File: src/rtl/lsu_mem_stage_if.sv
// Data-cache request/response bus between the LSU (master) and the cache (slave).
// No latency of its own; mem_req_valid is held until mem_req_ready, responses are unthrottled.
interface lsu_mem_stage_if #(
  parameter int XLEN   = 32,
  parameter int ADDR_W = 32
);
  logic                mem_req_valid;
  logic                mem_req_ready;
  logic                mem_we;
  logic [XLEN/8-1:0]   mem_be;
  logic [ADDR_W-1:0]   mem_addr;
  logic [XLEN-1:0]     mem_wdata;
  logic                mem_rsp_valid;
  logic [XLEN-1:0]     mem_rsp_data;

  modport master (
    output mem_req_valid, mem_we, mem_be, mem_addr, mem_wdata,
    input  mem_req_ready, mem_rsp_valid, mem_rsp_data
  );

  modport slave (
    input  mem_req_valid, mem_we, mem_be, mem_addr, mem_wdata,
    output mem_req_ready, mem_rsp_valid, mem_rsp_data
  );
endinterface

File: src/rtl/lsu_mem_stage.sv
// MEM/WB load-store unit: lane-aligns stores, extracts/extends loads; request 1 cycle after accept, wb 1 cycle after rsp.
// Accepts one op at a time (req_ready only in IDLE), holds the cache request until mem_req_ready, stalls the pipe meanwhile.
module lsu_mem_stage #(
  parameter int XLEN       = 32,
  parameter int ADDR_W     = 32,
  parameter bit BIG_ENDIAN = 1,
  parameter int TIMEOUT    = 255
) (
  input  logic              CLK,
  input  logic              RST_n,
  input  logic              req_valid,
  output logic              req_ready,
  input  logic              req_store,
  input  logic [1:0]        req_size,
  input  logic              req_unsigned,
  input  logic [ADDR_W-1:0] req_addr,
  input  logic [XLEN-1:0]   req_wdata,
  input  logic [4:0]        req_rd,
  input  logic              flush,
  lsu_mem_stage_if.master   bus,
  output logic              wb_valid,
  output logic [4:0]        wb_rd,
  output logic [XLEN-1:0]   wb_data,
  output logic              stall,
  output logic              exc_misaligned,
  output logic              bus_err,
  output logic [ADDR_W-1:0] exc_addr
);
  localparam int NB = XLEN / 8;
  localparam int OB = $clog2(NB);
  localparam int CW = $clog2(TIMEOUT + 1);

  localparam logic [1:0] S_IDLE  = 2'd0;
  localparam logic [1:0] S_REQ   = 2'd1;
  localparam logic [1:0] S_WAIT  = 2'd2;
  localparam logic [1:0] S_DRAIN = 2'd3;

  logic [1:0]        state;
  logic [CW-1:0]     cnt;
  logic [CW-1:0]     cnt_nx;
  logic              cnt_hit;
  logic [ADDR_W-1:0] addr_q;
  logic [4:0]        rd_q;
  logic [1:0]        size_q;
  logic              uns_q;
  logic              store_q;
  logic [OB-1:0]     sh_q;

  logic              accept;
  logic              aligned;
  logic              legal;
  logic [3:0]        nb_acc;
  logic [OB-1:0]     off;
  logic [OB-1:0]     sh;
  logic [NB-1:0]     st_be;
  logic [XLEN-1:0]   st_data;
  logic [XLEN-1:0]   raw;
  logic [XLEN-1:0]   ld_mask;
  logic [XLEN-1:0]   ld_data;
  logic              ld_sign;

  assign req_ready = (state == S_IDLE);
  assign accept    = req_valid & req_ready;
  assign stall     = (state != S_IDLE) | (accept & legal);
  assign cnt_nx    = cnt + CW'(1);
  assign cnt_hit   = (cnt_nx == CW'(TIMEOUT));

  // sh is the lowest lane of the access; BE counts down from the top lane, which
  // wraps cleanly modulo NB because NB is a power of two.
  always_comb begin
    aligned = 1'b1;
    case (req_size)
      2'd0:    aligned = 1'b1;
      2'd1:    aligned = ~req_addr[0];
      2'd2:    aligned = (req_addr[1:0] == 2'b00);
      default: aligned = (req_addr[2:0] == 3'b000);
    endcase
    legal   = aligned & ((req_size != 2'd3) | (XLEN == 64));
    nb_acc  = 4'd1 << req_size;
    off     = req_addr[OB-1:0];
    sh      = BIG_ENDIAN ? (OB'(0) - off - OB'(nb_acc)) : off;
    st_be   = ~({NB{1'b1}} << nb_acc);
    st_be   = st_be << sh;
    st_data = req_wdata & ~({XLEN{1'b1}} << {nb_acc, 3'b000});
    st_data = st_data << {sh, 3'b000};
  end

  always_comb begin
    raw     = bus.mem_rsp_data >> {sh_q, 3'b000};
    ld_mask = ~({XLEN{1'b1}} << (32'd8 << size_q));
    ld_sign = 1'b0;
    case (size_q)
      2'd0:    ld_sign = raw[7];
      2'd1:    ld_sign = raw[15];
      2'd2:    ld_sign = raw[31];
      default: ld_sign = raw[XLEN-1];
    endcase
    ld_data = (raw & ld_mask) | ({XLEN{ld_sign & ~uns_q}} & ~ld_mask);
  end

  always_ff @(posedge CLK or negedge RST_n) begin
    if (!RST_n) begin
      state             <= S_IDLE;
      cnt               <= '0;
      addr_q            <= '0;
      rd_q              <= '0;
      size_q            <= '0;
      uns_q             <= 1'b0;
      store_q           <= 1'b0;
      sh_q              <= '0;
      bus.mem_req_valid <= 1'b0;
      bus.mem_we        <= 1'b0;
      bus.mem_be        <= '0;
      bus.mem_addr      <= '0;
      bus.mem_wdata     <= '0;
      wb_valid          <= 1'b0;
      wb_rd             <= '0;
      wb_data           <= '0;
      exc_misaligned    <= 1'b0;
      bus_err           <= 1'b0;
      exc_addr          <= '0;
    end else begin
      wb_valid       <= 1'b0;
      exc_misaligned <= 1'b0;
      bus_err        <= 1'b0;
      case (state)
        S_IDLE: if (accept) begin
          if (legal) begin
            addr_q            <= req_addr;
            rd_q              <= req_rd;
            size_q            <= req_size;
            uns_q             <= req_unsigned;
            store_q           <= req_store;
            sh_q              <= sh;
            bus.mem_req_valid <= 1'b1;
            bus.mem_we        <= req_store;
            bus.mem_be        <= st_be;
            bus.mem_addr      <= {req_addr[ADDR_W-1:OB], {OB{1'b0}}};
            bus.mem_wdata     <= st_data;
            state             <= S_REQ;
          end else begin
            exc_misaligned <= 1'b1;
            exc_addr       <= req_addr;
          end
        end
        S_REQ: begin
          if (bus.mem_req_ready) begin
            bus.mem_req_valid <= 1'b0;
            cnt               <= '0;
            if (store_q)    state <= S_IDLE;
            else if (flush) state <= S_DRAIN;
            else            state <= S_WAIT;
          end else if (flush) begin
            bus.mem_req_valid <= 1'b0;
            state             <= S_IDLE;
          end
        end
        S_WAIT: begin
          if (bus.mem_rsp_valid) begin
            state <= S_IDLE;
            if (!flush && rd_q != 5'd0) begin
              wb_valid <= 1'b1;
              wb_rd    <= rd_q;
              wb_data  <= ld_data;
            end
          end else begin
            cnt <= cnt_nx;
            // A flush on the expiry cycle is already a drain, so it stays silent.
            if (cnt_hit) begin
              state    <= S_IDLE;
              bus_err  <= ~flush;
              exc_addr <= flush ? exc_addr : addr_q;
            end else if (flush) begin
              state <= S_DRAIN;
            end
          end
        end
        default: begin
          if (bus.mem_rsp_valid) begin
            state <= S_IDLE;
          end else begin
            cnt <= cnt_nx;
            if (cnt_hit) state <= S_IDLE;
          end
        end
      endcase
    end
  end
endmodule

File: src/flat_wrapper.sv
// flat-port wrapper written by rule: the top's interface ports become plain ports
module lsu_mem_stage_flat 
#(
  parameter int XLEN       = 32,
  parameter int ADDR_W     = 32,
  parameter bit BIG_ENDIAN = 1,
  parameter int TIMEOUT    = 255
)
  (CLK, RST_n, req_valid, req_ready, req_store, req_size, req_unsigned, req_addr, req_wdata, req_rd, flush, wb_valid, wb_rd, wb_data, stall, exc_misaligned, bus_err, exc_addr, bus_mem_req_valid, bus_mem_we, bus_mem_be, bus_mem_addr, bus_mem_wdata, bus_mem_req_ready, bus_mem_rsp_valid, bus_mem_rsp_data);
  lsu_mem_stage_if #(.XLEN(XLEN), .ADDR_W(ADDR_W)) bus_i ();
  input  logic CLK;
  input  logic RST_n;
  input  logic req_valid;
  output logic req_ready;
  input  logic req_store;
  input  logic [1:0] req_size;
  input  logic req_unsigned;
  input  logic [ADDR_W-1:0] req_addr;
  input  logic [XLEN-1:0] req_wdata;
  input  logic [4:0] req_rd;
  input  logic flush;
  output logic wb_valid;
  output logic [4:0] wb_rd;
  output logic [XLEN-1:0] wb_data;
  output logic stall;
  output logic exc_misaligned;
  output logic bus_err;
  output logic [ADDR_W-1:0] exc_addr;
  output wire logic [$bits(bus_i.mem_req_valid)-1:0] bus_mem_req_valid;
  output wire logic [$bits(bus_i.mem_we)-1:0] bus_mem_we;
  output wire logic [$bits(bus_i.mem_be)-1:0] bus_mem_be;
  output wire logic [$bits(bus_i.mem_addr)-1:0] bus_mem_addr;
  output wire logic [$bits(bus_i.mem_wdata)-1:0] bus_mem_wdata;
  input wire logic [$bits(bus_i.mem_req_ready)-1:0] bus_mem_req_ready;
  input wire logic [$bits(bus_i.mem_rsp_valid)-1:0] bus_mem_rsp_valid;
  input wire logic [$bits(bus_i.mem_rsp_data)-1:0] bus_mem_rsp_data;
  assign bus_mem_req_valid = bus_i.mem_req_valid;
  assign bus_mem_we = bus_i.mem_we;
  assign bus_mem_be = bus_i.mem_be;
  assign bus_mem_addr = bus_i.mem_addr;
  assign bus_mem_wdata = bus_i.mem_wdata;
  assign bus_i.mem_req_ready = bus_mem_req_ready;
  assign bus_i.mem_rsp_valid = bus_mem_rsp_valid;
  assign bus_i.mem_rsp_data = bus_mem_rsp_data;
  lsu_mem_stage #(.XLEN(XLEN), .ADDR_W(ADDR_W), .BIG_ENDIAN(BIG_ENDIAN), .TIMEOUT(TIMEOUT)) u_core (.CLK(CLK), .RST_n(RST_n), .req_valid(req_valid), .req_ready(req_ready), .req_store(req_store), .req_size(req_size), .req_unsigned(req_unsigned), .req_addr(req_addr), .req_wdata(req_wdata), .req_rd(req_rd), .flush(flush), .bus(bus_i), .wb_valid(wb_valid), .wb_rd(wb_rd), .wb_data(wb_data), .stall(stall), .exc_misaligned(exc_misaligned), .bus_err(bus_err), .exc_addr(exc_addr));
endmodule
File: config.mk
export PLATFORM = sky130hd
export DESIGN_NAME = lsu_mem_stage_flat
export DESIGN_NICKNAME = d
export VERILOG_FILES = /design/src/rtl/lsu_mem_stage_if.sv /design/src/rtl/lsu_mem_stage.sv /design/src/flat_wrapper.sv
export SDC_FILE = /design/constraint.sdc
export NUM_CORES = 1
export LEC_CHECK = 0
export CAP_MARGIN = 30
export CORE_MARGIN = 2
export CORE_UTILIZATION = 55
export DETAILED_ROUTE_END_ITERATION = 10
export DONT_BUFFER_PORTS = 1
export PLACE_DENSITY = 0.79
export SYNTH_ARGS = -nofsm -noshare
export SYNTH_HDL_FRONTEND = slang
export SYNTH_SLANG_ARGS = --single-unit
File: constraint.sdc
create_clock -name CLK -period 2.7 [get_ports CLK]
set_clock_uncertainty 0.15 [all_clocks]
set_input_delay 0 -clock CLK [delete_from_list [all_inputs] [get_ports CLK]]
set_output_delay 0 -clock CLK [all_outputs]
set_load 0.03 [all_outputs]
======== Word-level counts from Yosys, hierarchy flattened ========
Index checks and enable logic that the tools add are counted.
operators by class
  multiplexer cells ....................... 37
  order comparisons ....................... 0
  equal/unequal tests ..................... 17
  bitwise logic cells ..................... 17
  reduce and logical (&&, ||, !) cells .... 18
  div/mod/pow operators ................... 0
  $mul .................................... 0
  $add $sub $neg .......................... 3
  shift-type cells ........................ 8
operator list
  cell                    count
  $mux 32                 5
  $and 32x32->32          3
  $not 32->32             3
  $pmux 32 s2             1
  $or 32x32->32           1
  $shl 32x32->32 const A  1
  $shl 32x5->32           1
  $shl 32x7->32 const A   1
  $shl 4x2->32 const A    1
  $shr 32x5->32           1
  $mux 2                  10
  $mux 8                  2
  $pmux 8 s2              1
  $mux 1                  14
  $ne 2x2->1 const B      7
  $reduce_bool 5->1       2
  $reduce_and 3->1        3
  $add 8x1->8 const B     1
  $eq 8x8->1 const B      1
  $logic_not 2->1         4
  $eq 2x1->1 const B      3
  $pmux 2 s3              1
  $reduce_and 6->1        1
  $reduce_bool 2->1       3
  other kinds (20)        29
word-level totals
  bits in latches ......................... 0
  output and inout port bits .............. 144
  bits in writable memories ............... 0
  bits in read-only memories .............. 0
  word-level logic and storage cells ...... 118
  memories ................................ 0
  register bits after elaboration ......... 192

======== Longest topological paths before layout ========
Gate-level depths: netlist of the first run.
  depth after elaboration ................. 6
  depth in mapped cells ................... 11
  gate-level depth less buffers ........... 7

======== Least setup slack after synthesis of the first run ========
OpenSTA, ideal clock, no wires.
  path kind ............................... input -> register
  start point ............................. input port req_size[1]
  end point ............................... register u_core.bus.mem_wdata[24]
  arrival time ............................ 2.123 ns
  stages .................................. 10
  path slack .............................. 0.300 ns
  cell sequence ........................... or2_2 -> buf_2 -> buf_1 -> ha_1 -> clkbuf_1 -> buf_2 -> buf_1 -> o21ai_0 -> a211oi_1 -> a21oi_1
on the way
  elaborated cells between the ends (all ways) .. 13
  those cells by class .................... add/sub (1); eq/ne (3); shift (3); mux (1); bitwise (3); reduce/logical (2)
RTL lines
  what                    RTL line                RTL
  from (decl)             flat_wrapper.sv:16      input logic [1:0] req_size;
  $shl 1x2->4             lsu_mem_stage.sv:79     nb_acc = 4'd1 << req_size;
  $sub 2x2->2             lsu_mem_stage.sv:81     sh = BIG_ENDIAN ? (OB'(0) - off - OB'(nb_acc)) : off;
  named net u_core.sh[0]  lsu_mem_stage.sv:54     logic [OB-1:0] sh;
  $shl 32x5->32           lsu_mem_stage.sv:85     st_data = st_data << {sh, 3'b000};
  to (signal assigned)    lsu_mem_stage.sv:139    bus.mem_wdata <= st_data;
  to (decl)               lsu_mem_stage_if.sv:17  output mem_req_valid, mem_we, mem_be, mem_addr, mem_wdata,
The timed path passes the listed nets, and every way through them passes these cells.
A chain may end at the register's enable or synchronous reset.

======== Final worst setup path of the first run ========
  start point ............................. register u_core.sh_q[1]
  end point ............................... register u_core.wb_data[6]
on the way
  longest elaborated chain between the ends .. 5
  elaborated cells between the ends (all ways) .. 6
  those cells by class .................... shift (1); mux (1); bitwise (4)
RTL lines
  what                    RTL line              RTL
  from (decl)             lsu_mem_stage.sv:47   logic [OB-1:0] sh_q;
  from (signal assigned)  lsu_mem_stage.sv:134  sh_q <= sh;
  $shr 32x5->32 *         lsu_mem_stage.sv:89   raw = bus.mem_rsp_data >> {sh_q, 3'b000};
  $pmux 1 s2              lsu_mem_stage.sv:92   case (size_q)
  $and 1x1->1             lsu_mem_stage.sv:98   ld_data = (raw & ld_mask) | ({XLEN{ld_sign & ~uns_q}} & ~ld_mask);
  $and 32x32->32          lsu_mem_stage.sv:98
  $or 32x32->32 *         lsu_mem_stage.sv:98
  to (signal assigned)    lsu_mem_stage.sv:164  wb_data <= ld_data;
  to (decl)               lsu_mem_stage.sv:23   output logic [XLEN-1:0] wb_data,
Mark *: on every way between the ends. The rest lies on a longest branch, timed or not.

==> run_results.csv, run 1 <==
group,metric,value,unit
drt,firstDrtPassIters,8,
drt,wl_per_cell,21.83,um
global_route,grt_usage,28.07,%
placed_design,dp.cells,865,
power,swShare,45.61,%
power,ir_drop,0.0007105,V
power,p_clk_share,20.3,%
synth,synth_ff_type,"dfrtp_1",
clock_tree,cts_tree,"done",
synth,synth.distinct_cells,50,
drt,top_layer_used,"met4",
die,die_w,125.1,um
outcome,outcome,"finished with violations",
layout,fin_nets,927,
drt,vias,6312,
global_route,grt_pass1_wl,35080,um
global_route,grt_pass1_vias,6544,
die,initial_core_util,55.92,%
sta,final.setup.tns,0,ps
layout,final_common_cell,"dfrtp_1",
synth,ys_seq_elements,162,
synth,yosysSeqAreaShare,50.26,%
clock_tree,clkLatencyLatePin,420,ps
clock_tree,post_cts_buffers,0,
job,maxCapViolations,0,
clock_tree,cts_root_buf,"clkbuf_16",
setup_path,critPathArrivalTime,2830,ps
sta,period_needed,2669,ps
layout,final_cells,1010,
placed_design,port_buffers,0,
drt,drc,1,
synth,async_reset_ff_share,100.0,%
drt,m1WireLength,8049,um
sta,rsz0062_at_grt,"no",
setup_path,cp_max_fo,21,
global_route,grt_max_degree,163,
drt,postRouteAntennaNets,0,
drt,drt_iter0_drc,520,
outcome,violations,"design-rule violations, negative hold slack",
clock_tree,clockBufferDepth,2,
setup_path,crit_type,"reg2reg",
global_route,grt_antenna_before_repair,0,
power,power_frac_comb,24.5,%
synth,synthCells,745,
layout,final_core_util,67.42,%
power,power_leakage,4.249,nW
setup_path,start_kind,"flip-flop",
power,p_total,0.01178,W
clock_tree,cts-buffers-inserted,17,
layout,fill_cells,996,
global_route,grt-ovfl-total,0,
sta,max-slew-margin-rel,51.97,%
sta,timing.hold.ws,-870.1,ps
layout,area.growth.synth_to_final,20.55,%
layout,drive_above_1_share,21.45,%
synth,mappedNetlistArea,8066,um^2
sta,worst_pin_slew,720.4,ps
placed_design,hpwlAfterDp,13750,um
power,p_sw,0.005374,W
hold_path,hp-class,"in2async",
die,die_y,125.1,um
clock_tree,htree_levels,4,
placed_design,place_congestion,0.9731,
synth,ys_warn_count,0,
sta,finalMaxSlewViolations,0,
drt,vias_per_cell,6.250,
power,p_seq_share,55.2,%
power,p_per_area,1212,nW/um^2
clock_tree,clk_pin_slew,60,ps
sta,finalHoldViolations,162,
drt,wl_met3,1869,um
synth,avgSynthCellArea,10.83,um^2
synth,synth-edff-count,0,
clock_tree,clkSinkCount,162,
drt,drt_wl_total,22050,um
sta,finalCritPeriodShare,98.86,%
sta,finalWorstSetupSlack,30.68,ps
sta,setup_viol,0,
drt,wl_met2,10900,um
setup_path,worstSetupEndpointType,"flip-flop",
layout,final_cell_mix,"161 x dfrtp_1, 112 x mux2_2, 112 x dlygate4sd3_1",
clock_tree,hold_buffers,113,
placed_design,pre_cts_ws,308.6,ps
die,die_area,15650,um^2
setup_path,crit_required,2860,ps
sta,fmaxAchievable,374.6,MHz
die,pin_count,255,
power,internal_power,0.006410,W
die,rows,44,
die,core_area,14420,um^2
## power by group through the flow
stage                     Clock [W]  Combinational [W]  Sequential [W]
after global placement            0            0.00240         0.00645
after detailed placement          0            0.00255         0.00651
final                       0.00239            0.00289         0.00651
after global routing        0.00251            0.00315         0.00663
after CTS                   0.00241            0.00280         0.00648
after floorplan                   0            0.00297         0.00561
## logic make-up after synthesis
kind of cell	share of synthesized area, %
AOI/OAI and AO/OA	12.92
xor gates and xnor gates	1.055
adders and majority gates	0.4654
buffers and inverters	6.701
DFF	50.26
muxes	18.07
other	0.04649
and+or+nand+nor	10.49
## synthesized netlist by cell type (5+ instances only)
library cell    n  area [um^2]
clkbuf_1       22        82.58
o21ai_0        55        275.3
a31oi_1         5        31.28
buf_6           5        56.30
nor2b_1        13        81.33
buf_2          15        75.07
nand3_1         5        25.02
a32oi_1         5        43.79
a22o_1          9        78.83
nor3b_1         5        37.54
dfrtp_1       162         4054
a211oi_1       18        135.1
a21oi_1        27        135.1
nand2_1       108        405.4
inv_1          13        48.80
nor2_1         27        101.4
mux2_2        112         1261
mux2i_1        17        170.2
buf_1           7        26.28
buf_4          33        247.7
o22a_1         16        140.1
and2_1          9        56.30
and3_1         10        62.56
## metrics by stage
stage	cell area [um^2]	hold slack, ps
2_1_floorplan	8070	-445.6
3_3_place_gp	7989	-440.7
3_5_place_dp	7989	-441.6
4_1_cts	9704	-887.3
5_1_grt	9722	-895.9
6_report	9724	-870.1
## critical path, stage by stage (launching register included)
cell,delay [ps]
dfrtp_2,450
buf_6,240
nor2b_1,90
a211oi_1,250
dlygate4sd3_1,600
a21oi_1,60
dlygate4sd3_1,590
nand2_1,70
nand2_1,50
## state kept, by name, indices dropped and copies added (netlist names), 2 cells and up
name	flops
u_core.addr_q	31
u_core.bus.mem_be	4
u_core.bus.mem_wdata	32
u_core.cnt	8
u_core.exc_addr	32
u_core.rd_q	5
u_core.sh_q	2
u_core.size_q	2
u_core.state	2
u_core.wb_data	32
u_core.wb_rd	5
## worst paths after layout
| check | startpoint | end | slack [ps] | depth (start not counted) |
|---|---|---|---|---|
| worst max register to register | u_core.sh_q[1] | u_core.wb_data[6] | 30 | 8 |
| worst min-delay path | RST_n | u_core.wb_data[27] | -870 | 0 |
| worst max-delay path | u_core.sh_q[1] | u_core.wb_data[6] | 30 | 8 |
| max in group asynchronous | RST_n | u_core.addr_q[12] | 3040 | 0 |
| worst min register to register | u_core.rd_q[4] | u_core.wb_rd[4] | 340 | 2 |
| min in group CLK | req_size[0] | u_core.bus.mem_wdata[21] | 50 | 4 |
## metal layers
metal	vias up	global-route usage [%]
met5	-	0
met4	0	16.86
met3	114	7.702
met2	411	46.71
met1	3062	32.51
li1	2725	-
## cell type report
cell class	count	area [um^2]	area share (%)
well taps	184	230.2	2.367
clock inverters	12	131.4	1.351
repair buffers	130	1303	13.39
inverters	14	52.55	0.5404
diodes	1	2.502	0.02573
clock buffers	19	452.9	4.658
multi-input cells	488	3497	35.96
flip-flops and latches	162	4055	41.70
## what timing repair did
item,in CTS,in global routing
hold endpoints to repair,321,162
resized for setup,0,5
setup endpoints to repair,0,26
Note: power is estimated with default switching activity, not from simulation.
==> inputs of run 2 (changes only) <==
- PLACE_DENSITY: 0.79 -> 0.82
- clock period: 2.7 -> 2.3 ns (I/O delays scaled with it)
==> run 2 against run 1 <==
The run ends with negative hold slack, negative setup slack left. Fmax is 14% higher. Final cell count grew 1.6%. Clock power up 18%. Via count is 0.52% lower. Sequential power increased by 17%. Critical path type unchanged.
==> run_results.csv, run 2 (synthesized netlist as in run 1, its figures left out) <==
group,metric,value,unit
clock_tree,clk_pin_slew,70,ps
drt,firstDrtPassIters,6,
drt,wl_met2,11540,um
sta,finalHoldViolations,162,
placed_design,hpwlAfterDp,13190,um
sta,finalWorstSetupSlack,-44.74,ps
global_route,grt-ovfl-total,0,
hold_path,hp-class,"in2async",
die,rows,44,
clock_tree,cts-buffers-inserted,17,
die,die_area,15650,um^2
clock_tree,hold_buffers,121,
power,p_sw,0.006333,W
layout,fin_nets,943,
sta,final.setup.tns,-742.8,ps
sta,worst_pin_slew,655.4,ps
clock_tree,clockBufferDepth,2,
global_route,grt_usage,27.75,%
setup_path,cp_slowest_cell,"dfrtp_2",
global_route,grt_pass1_vias,6534,
drt,drt_wl_total,22090,um
drt,wl_met3,1623,um
die,pin_count,255,
power,ir_drop,0.0006190,V
sta,timing.hold.ws,-873.7,ps
power,p_per_area,1407,nW/um^2
clock_tree,clkLatencyLatePin,420,ps
setup_path,crit_type,"reg2reg",
clock_tree,cts_root_buf,"clkbuf_16",
drt,top_layer_used,"met4",
die,core_area,14420,um^2
global_route,grt_pass1_wl,34750,um
layout,final_cell_mix,"160 x dfrtp_1, 121 x dlygate4sd3_1, 112 x mux2_2",
die,die_w,125.1,um
setup_path,regToRegEndpoint,"u_core.exc_addr[1]",
power,p_clk_share,20.3,%
setup_path,r2r_cells,8,
clock_tree,htree_levels,4,
sta,period_needed,2345,ps
sta,max-slew-margin-rel,56.21,%
setup_path,path_delay_family,"compound AO/OA/AOI/OAI gates",
setup_path,worstSetupEndpointType,"flip-flop",
drt,drt_iter0_drc,594,
sta,setup_viol,31,
drt,drc,0,
drt,postRouteAntennaNets,0,
setup_path,start_kind,"flip-flop",
layout,final_core_util,68.86,%
placed_design,port_buffers,0,
clock_tree,clkSinkCount,162,
layout,reg_top3,"u_core.bus.mem_wdata x32, u_core.exc_addr x32, u_core.wb_data x32",
placed_design,place_congestion,0.9181,
power,p_seq_share,54.5,%
drt,vias,6279,
sta,finalCritPeriodShare,101.9,%
setup_path,path_cells,"ha_4, inv_1, nor3b_1, a31oi_2, o31ai_4, buf_6, clkbuf_16, mux2_2",
setup_path,crit_required,2450,ps
setup_path,r2r_slack,-40,ps
power,power_frac_comb,25.2,%
outcome,outcome,"finished with violations",
setup_path,cp_max_fo,16,
power,p_total,0.01398,W
layout,drive_above_1_share,22.57,%
setup_path,r2r-start,"u_core.cnt[0]",
sta,finalMaxSlewViolations,0,
layout,final_common_cell,"dfrtp_1",
setup_path,critPathArrivalTime,2490,ps
setup_path,slowest_delay,420,ps
drt,m1WireLength,8274,um
drt,vias_per_cell,6.120,
clock_tree,cts_tree,"done",
die,initial_core_util,55.92,%
power,swShare,45.31,%
drt,wl_per_cell,21.53,um
die,die_y,125.1,um
setup_path,cp_num_buf_inv,3,
global_route,grt_antenna_before_repair,0,
layout,n_antenna_cell,0,
job,maxCapViolations,0,
sta,fmaxAchievable,426.5,MHz
power,internal_power,0.007645,W
layout,area.growth.synth_to_final,23.13,%
outcome,violations,"negative hold slack, negative setup slack",
global_route,grt_max_degree,163,
power,power_leakage,4.320,nW
run 2: area by class of cell:
type	count	area [um^2]
clock inverters	10	121.4
flip-flops and latches	162	4056
multi-input cells	488	3533
well taps	184	230.2
repair buffers	146	1474
fillers	969	4492
clock buffers	22	464.2
inverters	14	52.55
run 2: power by group through the flow:
stage | Combinational, W | Clock [W] | Sequential [W]
after floorplan | 0.00349 | 0 | 0.00658
after global placement | 0.00286 | 0 | 0.00754
after detailed placement | 0.00303 | 0 | 0.00762
after CTS | 0.00336 | 0.00288 | 0.00757
after global routing | 0.00386 | 0.00299 | 0.00774
final | 0.00353 | 0.00283 | 0.00762
run 2: timing repair:
action                                  CTS  global route
buffers inserted                          0             3
endpoints found under the setup margin    0            36
endpoints found under the hold margin   320           162
gates resized for setup                   0            11
run 2: worst max-delay path by stage:
stage | startpoint | endpoint | slack, ps | depth (start not counted)
2_1_floorplan | req_size[1] | u_core.bus.mem_wdata[29] | 10 | 10
6_report | u_core.cnt[0] | u_core.exc_addr[1] | -40 | 8
5_1_grt | u_core.cnt[1] | u_core.exc_addr[13] | -90 | 8
4_1_cts | u_core.cnt[0] | u_core.exc_addr[9] | 20 | 7
3_3_place_gp | u_core.cnt[0] | u_core.exc_addr[24] | 120 | 7
3_5_place_dp | u_core.cnt[0] | u_core.exc_addr[20] | 40 | 7
run 2: per-stage QoR:
| stage | area (um^2) | cells | worst slack (ps) |
|---|---|---|---|
| global route | 9932 | 1026 | -93.53 |
| finish | 9932 | 1026 | -44.74 |
| detailed placement | 8039 | 869 | 38.28 |
| CTS | 9836 | 1022 | 21.92 |
| global placement | 8039 | 869 | 116.1 |
| floorplan | 8073 | 746 | 11.47 |
run 2: metal layers:
layer	GRT usage, %	up-vias
met3	6.461	58
li1	-	2746
met2	48.43	331
met5	0	-
met1	33.33	3144
met4	11.05	0
run 2: worst reg2reg max path, cell delays in order (launching register included):
cell	delay [ps]
dfrtp_2	420
ha_4	160
inv_1	70
nor3b_1	290
a31oi_2	130
o31ai_4	310
buf_6	160
clkbuf_16	190
mux2_2	350
